File: src/rtl/binary_mul_5_1_uni.sv
// Unsigned 5x5 array multiplier (AND partial products + ripple adder rows) with a registered 10-bit product.
// Optional macro BMUL_INPUT_REG_EN adds enable-gated operand registers (latency 2).
module binary_mul_5_1_uni (
  input  logic       clk,
  input  logic       rst_n,
  input  logic       en,
  input  logic [4:0] A,
  input  logic [4:0] B,
  output logic [9:0] P
);

  logic [4:0] a_op;
  logic [4:0] b_op;

`ifdef BMUL_INPUT_REG_EN
  logic [4:0] a_reg;
  logic [4:0] b_reg;

  always_ff @(posedge clk or negedge rst_n) begin
    if (!rst_n) begin
      a_reg <= 5'd0;
      b_reg <= 5'd0;
    end else if (en) begin
      a_reg <= A;
      b_reg <= B;
    end
  end

  assign a_op = a_reg;
  assign b_op = b_reg;
`else
  assign a_op = A;
  assign b_op = B;
`endif

  // pp[j][i] = A[i] & B[j]
  logic [4:0] pp [5];
  // Running sum of each row and the carry out of its top bit
  logic [4:0] row_sum [5];
  logic       row_cout [5];

  genvar gi, gj;
  generate
    for (gj = 0; gj < 5; gj++) begin : g_pp
      assign pp[gj] = a_op & {5{b_op[gj]}};
    end

    assign row_sum[0]  = pp[0];
    assign row_cout[0] = 1'b0;

    for (gj = 1; gj < 5; gj++) begin : g_row
      logic [4:0] prev;
      logic [4:0] s;
      logic [4:0] c;

      // Previous row shifted right by one: its LSB already became a product bit
      assign prev = {row_cout[gj-1], row_sum[gj-1][4:1]};

      assign s[0] = pp[gj][0] ^ prev[0];
      assign c[0] = pp[gj][0] & prev[0];

      for (gi = 1; gi < 5; gi++) begin : g_fa
        assign s[gi] = pp[gj][gi] ^ prev[gi] ^ c[gi-1];
        assign c[gi] = (pp[gj][gi] & prev[gi]) | (pp[gj][gi] & c[gi-1]) | (prev[gi] & c[gi-1]);
      end

      assign row_sum[gj]  = s;
      assign row_cout[gj] = c[4];
    end
  endgenerate

  logic [9:0] prod;
  assign prod = {row_cout[4], row_sum[4], row_sum[3][0], row_sum[2][0], row_sum[1][0], row_sum[0][0]};

  logic [9:0] p_reg;

  always_ff @(posedge clk or negedge rst_n) begin
    if (!rst_n) begin
      p_reg <= 10'd0;
    end else if (en) begin
      p_reg <= prod;
    end
  end

  assign P = p_reg;

endmodule

File: config.mk
export PLATFORM = sky130hd
export DESIGN_NAME = binary_mul_5_1_uni
export DESIGN_NICKNAME = d
export VERILOG_FILES = /design/src/rtl/binary_mul_5_1_uni.sv
export SDC_FILE = /design/constraint.sdc
export NUM_CORES = 1
export LEC_CHECK = 0
export CAP_MARGIN = 30
export CORE_MARGIN = 2
export CORE_UTILIZATION = 49
export DETAILED_ROUTE_END_ITERATION = 10
export PLACE_DENSITY = 0.84
export REMOVE_ABC_BUFFERS = 1
export SLEW_MARGIN = 25
export SYNTH_ARGS = -nofsm -noshare
export SYNTH_HDL_FRONTEND = slang
export SYNTH_SLANG_ARGS = --single-unit
File: constraint.sdc
create_clock -name clk -period 0.8 [get_ports clk]
set_input_delay 0.12 -clock clk [delete_from_list [all_inputs] [get_ports clk]]
set_output_delay 0.12 -clock clk [all_outputs]
set_load 0.05 [all_outputs]
* After elaboration in Yosys (flattened, before gate mapping) *
Index checks and enable logic that the tools add are counted.

operators by class
  eq/ne operators = 0
  div/mod/pow operators = 0
  reductions and logical operators = 0
  bitwise logic cells = 120
  order comparisons = 0
  add/subtract/negate cells = 0
  shift operators = 0
  $mul = 0
  muxes and demuxes = 0

operators by type and width
  operator           number
  1-bit AND          50
  1-bit bitwise XOR  35
  1-bit bitwise OR   30
  5-bit AND          5

storage, ports and cells
  memories = 0
  bits in latches = 0
  output and inout bits = 10
  input port bits = 13
  bits in writable memories = 0
  ROM bits = 0
  logic and storage cells = 121
  register bits = 10

* Logic depth before layout (Yosys ltp) *
Gate-level depths: netlist of run 1.

  depth in word-level cells = 28
  gate-level depth with buffers = 19
  mapped depth without buffers = 19

* Worst setup path after synthesis of run 1 *
No wires, ideal clock.

  path kind = input-to-reg
  start = input B[1]
  end = register p_reg[8] (netlist: P[8])
  path buffers = 0
  stages = 15
  arrival = 4.926 ns
  setup time = 0.125 ns
  path slack = -4.251 ns
  required time = 0.675 ns
  cells stage by stage = and2_1 ha_1 fa_1 inv_1 fa_1 fa_1 fa_1 fa_1 fa_1 fa_1 fa_1 inv_1 fa_1 fa_1 mux2_4

on the way
  word-level cells in the longest chain between the ends = 26
  elaborated cells between the ends (all ways) = 101
  those cells by class = 101 x bitwise

RTL lines
  what                            line  RTL
  from (decl)                     8     input logic [4:0] B,
  5-bit AND (*)                   45    assign pp[gj] = a_op & {5{b_op[gj]}};
  1-bit AND                       60    assign c[0] = pp[gj][0] & prev[0];
  1-bit AND                       64    assign c[gi] = (pp[gj][gi] & prev[gi]) | (pp[gj][gi] & c[gi-1]) | (prev[gi] & c[gi-1]);
  1-bit bitwise OR (2 in a row)   64
  1-bit AND                       64
  1-bit bitwise OR (2 in a row)   64
  1-bit AND                       64
  1-bit bitwise OR (2 in a row)   64
  1-bit bitwise XOR (5 in a row)  63    assign s[gi] = pp[gj][gi] ^ prev[gi] ^ c[gi-1];
  1-bit AND                       64
  1-bit bitwise OR (2 in a row)   64
  1-bit AND                       64
  1-bit bitwise OR (2 in a row)   64
  1-bit AND                       64
  1-bit bitwise OR (2 in a row)   64
  1-bit bitwise XOR (*)           63
  net g_row[4].s[4]               53    logic [4:0] s;
  to (signal assigned)            81    p_reg <= prod;
  to (decl)                       75    logic [9:0] p_reg;

The timed path passes the listed nets; every way through them passes the cells marked *.
A chain may end at the register's enable or synchronous reset.

* Worst setup path in the final report of run 1 *
Ends and elaborated chain as after synthesis.

==> metrics, run 1 <==
period utilisation layout=596%; Die ar.=2310 sq um; Power, Total=4030 uW; post-synthesis cell area=953 sq um; synthesized instance count=82; Iter 0 DRT Violations=16; Via Count=815; detailed-router iteration count before antenna repair=4; Power Dens Cells=2510 nW/um^2; Seq cells post-synth=10; placed insts=138; total global routing overflow=0; I/O pin total=23; first-pass GRT wire length=4240 um; row cnt=15; All-Layer GR Usage=28.0%; Largest register FFs=10; Nets=161; H-tree levels=1; crit-path max FO=3; share of the synthesized area in the top cell type=31.5%; hpwl dp=1680 um; Worst-Margin Slew=232 ps; Tmin final=4770 ps; CP arrival=4940 ps; commonest non-fill, non-tap cell in the layout=buf_4; Clock transition at path regs=80 ps; Distinct cells, synth=11; Crit. End Element=register; Leak Pwr=0.000747 uW; initial antenna violation count=0; WL/cell=21.8 um; Inserted Diodes=0; CTS max path bufs=2; antenna-violating nets left=0; most frequent cells in the layout=buf_4 (16), and2_1 (12), fa_2 (11), buf_12 (11), dfrtp_1 (10); TNS Setup=-24340 ps; Synth area leader=fa_1; clock tree sinks=10; HP Class=input port to asynchronous set/reset pin; critical path type=input port to register; Post-Layout Cell Count=151; Syn Area/Cell=11.6 sq um; via/cell ratio=5.40; RSZ-0062 raised after global routing=true; ratio of cells with drive above 1 in the final layout=56.3%; maximum VDD drop=0.00265 V; violated checks=setup timing; Die Span Y=48.1 um; Starting Density=53.5%; status=finished with violations; Die Wd=48.1 um; f_max=210 MHz; final worst slack=-3970 ps; # DRC=0; worst skew pair latency=280 ps; CTS tree=built; final setup fails=20; core area=1780 sq um; Crit path required time=970 ps; Layout fillers=60; vias in the first global route=878; largest cells by area after synthesis=fa_1 (31%), dfrtp_1 (26%), mux2_4 (13%), and2_1 (9.8%), ha_1 (6.6%); Fin. Hold Viols=0; hold-fix buffers at CTS=0; max-slew violation count=0; Yosys Warn Count=0; Area Growth Syn to Fin=68.4%; max_cap viols=0; startpoint types=input port; post-synthesis sequential area ratio=26.2%; clock skew=0 ps; clock root cell=clkbuf_4; GP Congestion=0.772; largest net degree at the start of global routing=11; worst rel slew slack=84.5%; Total Wirelength=3290 um; number of buffers created by CTS=3; IO Port Bufs=22
## power by group
part           total [uW]  switching, uW  internal (uW)
clock network         390            216            175
logic                2740           1270           1470
registers             902            228            674
total                4030           1710           2320
## per-stage QoR
stage               instance area (sq um)  hold WS, ps  worst slack [ps]  utilization [%]
floorplan                             942         -176             -4250                -
global placement                     1380          419             -4790             77.5
detailed placement                   1380          436             -4910             77.5
CTS                                  1560          158             -4020             87.7
global route                         1610          188             -4040             90.0
finish                               1610          180             -3970             90.0
## cells by family (layout without fill, tap and decap cells)
| group | count (synthesis) | after routing | share of synthesized area (%) |
|---|---|---|---|
| AND/OR/NAND/NOR | 25 | 25 | 13.9 |
| buffers and inverters | 17 | 61 | 7.48 |
| AO/OA/AOI/OAI | 1 | 1 | 0.524 |
| multiplexers | 9 | 9 | 13.8 |
| adder cells (fa/ha/maj) | 20 | 20 | 38.1 |
| flip-flops | 10 | 10 | 26.2 |
## repair_timing
item                                    4_1_cts  5_1_grt
pin swaps                                    17       14
endpoints found under the setup margin       19       20
buffers inserted                              7        2
gates resized for setup                      47        7
gates cloned                                  1        0
## Yosys cell counts
| library cell | number |
|---|---|
| mux2_2 | 1 |
| buf_6 | 1 |
| fa_1 | 15 |
| nand3_1 | 1 |
| and2_1 | 15 |
| dfrtp_1 | 10 |
| mux2_4 | 8 |
| o21ai_0 | 1 |
| ha_1 | 5 |
| inv_1 | 16 |
| nand2_1 | 9 |
## metal layers
layer,GRT usage (%),wire length [um],vias to the layer above
met3,3.70,210,18
met2,56.0,1860,54
met4,10.8,141,0
met5,0,0,-
met1,29.0,1080,407
li1,-,-,336
## final cells by class
class / count / area, sq um / area share, %
Sequential cell: 10 / 250 / 15.6
Timing Repair Buffer: 42 / 520 / 32.4
Tap cell: 25 / 31.3 / 1.95
Inverter: 16 / 60.1 / 3.74
Multi-Input combinational cell: 55 / 721 / 44.9
Clock buffer: 3 / 22.5 / 1.40
## critical path, cell delays in order
cell and delay, ps:
buf_6 100, and2_4 160, ha_4 150, fa_2 340, inv_2 80, fa_1 450, fa_2 380, fa_2 350
fa_2 350, fa_1 480, fa_2 560, inv_2 40, fa_2 360, fa_2 350, fa_2 420, mux2_4 260
## path summary, 6_finish.rpt
| path | slack (ps) | startpoint | cells past startpoint | endpoint |
|---|---|---|---|---|
| worst max register to register | -170 | P[7] | 2 | P[7] |
| max in group asynchronous | 470 | rst_n | 2 | P[6] |
| worst min-delay path | 180 | rst_n | 2 | P[2] |
| min in group clk | 280 | B[0] | 4 | P[0] |
| worst max-delay path | -3970 | B[1] | 16 | P[8] |
| worst min register to register | 600 | P[9] | 1 | P[9] |
Note: power is estimated with default switching activity, not from simulation.
==> run 2, diff against run 1 <==
--- a/config.mk
+++ b/config.mk
@@ -9,7 +9,7 @@
 export CORE_MARGIN = 2
 export CORE_UTILIZATION = 49
 export DETAILED_ROUTE_END_ITERATION = 10
-export PLACE_DENSITY = 0.84
+export PLACE_DENSITY = 0.79
 export REMOVE_ABC_BUFFERS = 1
 export SLEW_MARGIN = 25
 export SYNTH_ARGS = -nofsm -noshare
==> run 2 against run 1 <==
  * The flow still finishes with violations (setup timing)
  * Worst setup slack better by 54 ps
  * Die area stayed put
  * Clock skew stayed put
  * Critical path type unchanged
==> metrics, run 2 (synthesized netlist as in run 1, its figures left out) <==
final setup fails=19 (-5.0%); detailed-router iteration count before antenna repair=4 (unchanged); Global Route met3 Usage=3.33% (-0.37 points); max-slew violation count=0 (unchanged); CP arrival=4910 ps (-30 ps); clock tree sinks=10 (unchanged); worst skew pair latency=310 ps (+30 ps); crit-path max FO=2 (-1); final worst slack=-3920 ps (+53.6 ps); vias in the first global route=832 (-5.2%); All-Layer GR Usage=29.1% (+1.1 points); violated checks=setup timing; max_cap viols=0 (unchanged); Die ar.=2310 sq um (unchanged); worst rel slew slack=86.4% (+1.9 points); R2R Path End=P[5]; commonest non-fill, non-tap cell in the layout=buf_4; Largest register FFs=10 (unchanged); Nets=159 (-1.2%); Worst-Margin Slew=204 ps (-28.1 ps); ratio of cells with drive above 1 in the final layout=58.4% (+2.1 points); largest net degree at the start of global routing=11 (unchanged); Power Dens Cells=2540 nW/um^2 (+1.1%); period utilisation layout=590% (-6.7 points); startpoint types=input port; Inserted Diodes=0 (unchanged); Iter 0 DRT Violations=13 (-3); hold-fix buffers at CTS=0 (unchanged); first-pass GRT wire length=4340 um (+2.5%); Fin. Hold Viols=0 (unchanged); Tmin final=4720 ps (-53.6 ps); # DRC=0 (unchanged); row cnt=15 (unchanged); Crit. End Element=register; maximum VDD drop=0.00266 V (+0.45%); met2 global-route usage=52.0% (-4.0 points); grt met1 use=35.3% (+6.3 points); HP Class=input port to asynchronous set/reset pin; IO Port Bufs=22 (unchanged); Die Span Y=48.1 um (unchanged); Starting Density=53.5% (unchanged); antenna-violating nets left=0 (unchanged); r2r setup slk=-190 ps (-20 ps); Clock transition at path regs=90 ps (about the same); clock skew=0 ps (unchanged); clock root cell=clkbuf_4; CTS max path bufs=2 (unchanged); number of buffers created by CTS=3 (unchanged); CTS tree=built; RSZ-0062 raised after global routing=true; TNS Setup=-24540 ps (-201 ps); f_max=212 MHz (+1.1%); Leak Pwr=0.000748 uW (+0.11%); core area=1780 sq um (unchanged); FF-to-FF Start=P[5]; most frequent cells in the layout=buf_4 (13), and2_1 (12), fa_2 (11), buf_12 (11); Crit path required time=1000 ps (+30 ps); r2r worst-path depth=2 (unchanged); Via Count=809 (-0.74%); Power, Total=4100 uW (+1.7%); Die Wd=48.1 um (unchanged); GP Congestion=0.771 (-0.17%); Total Wirelength=3370 um (+2.5%); most used routing layer in global routing=met2; H-tree levels=1 (unchanged); I/O pin total=23 (unchanged); hpwl dp=1690 um (+0.55%); status=finished with violations; initial antenna violation count=0 (unchanged); WL/cell=22.5 um (+3.2%); via/cell ratio=5.39 (about the same); total global routing overflow=0 (unchanged); Area Growth Syn to Fin=69.3%; critical path type=input port to register
-- run 2: changes by cell type in the layout (fill, tap and decap cells not counted), sizes merged --
| cell | previous run | this run |
|---|---|---|
| buf | 33 | 31 |
| clkbuf | 3 | 4 |
| dlygate4sd2 | 0 | 2 |
| clkdlybuf4s15 | 2 | 0 |
-- run 2: worst max path at each step --
stage	slack, ps	cells past startpoint	from	end
6_report	-3920	15	A[2]	P[8]
5_1_grt	-3980	15	A[2]	P[8]
4_1_cts	-4020	16	A[1]	P[8]
3_5_place_dp	-4980	16	B[1]	P[8]
3_3_place_gp	-4810	16	B[1]	P[8]
2_1_floorplan	-4250	15	B[1]	P[8]
-- run 2: area by class of cell --
class,instances,area [sq um]
tap,25,31.3
inverter,16,60.1
multi-input combinational,55,724
clock buffer,4,36.3
fill,60,169
sequential,10,251
timing repair buffer,40,510
-- run 2: where the power goes --
| part | internal (uW) | switching, uW |
|---|---|---|
| logic | 1390 | 1230 |
| clock network | 279 | 270 |
| registers | 674 | 251 |
-- run 2: stage by stage --
| stage | utilization (%) | hold slack (ps) | std cells | setup WS (ps) | area [sq um] |
|---|---|---|---|---|---|
| 5_1_grt | 90.5 | 165 | 150 | -3980 | 1610 |
| 3_5_place_dp | 77.5 | 423 | 138 | -4980 | 1380 |
| 2_1_floorplan | - | -176 | 81 | -4250 | 942 |
| 3_3_place_gp | 77.5 | 420 | 138 | -4810 | 1380 |
| 6_report | 90.5 | 158 | 150 | -3920 | 1610 |
| 4_1_cts | 88.1 | 140 | 150 | -4020 | 1570 |
-- run 2: what timing repair did --
| action | in CTS | in global routing |
|---|---|---|
| setup buffers | 7 | 0 |
| setup endpoints to repair | 19 | 20 |
| gates resized for setup | 46 | 12 |
| pin swaps | 17 | 16 |
| gates cloned | 1 | 0 |
-- run 2: metal layers --
layer	up-vias	wire length (um)
li1	332	-
met1	415	1260
met2	45	1780
met3	17	146
met4	0	180
met5	-	0
-- run 2: critical path: stages --
cell and delay (ps):
dlygate4sd2_1 260, and2_4 150, fa_2 370, inv_2 70
fa_1 430, fa_2 380, fa_2 340, fa_2 340
fa_1 470, fa_2 560, inv_2 40, fa_2 360
fa_2 340, fa_2 410, mux2_4 260
==> run 3, diff against run 2 <==
--- a/config.mk
+++ b/config.mk
@@ -9,6 +9,7 @@
 export CORE_MARGIN = 2
 export CORE_UTILIZATION = 49
 export DETAILED_ROUTE_END_ITERATION = 10
+export GPL_ROUTABILITY_DRIVEN = 0
 export PLACE_DENSITY = 0.79
 export REMOVE_ABC_BUFFERS = 1
 export SLEW_MARGIN = 25
==> results of run 3 <==
Same layout as run 2: the final DEF is identical, and so are final timing and power.
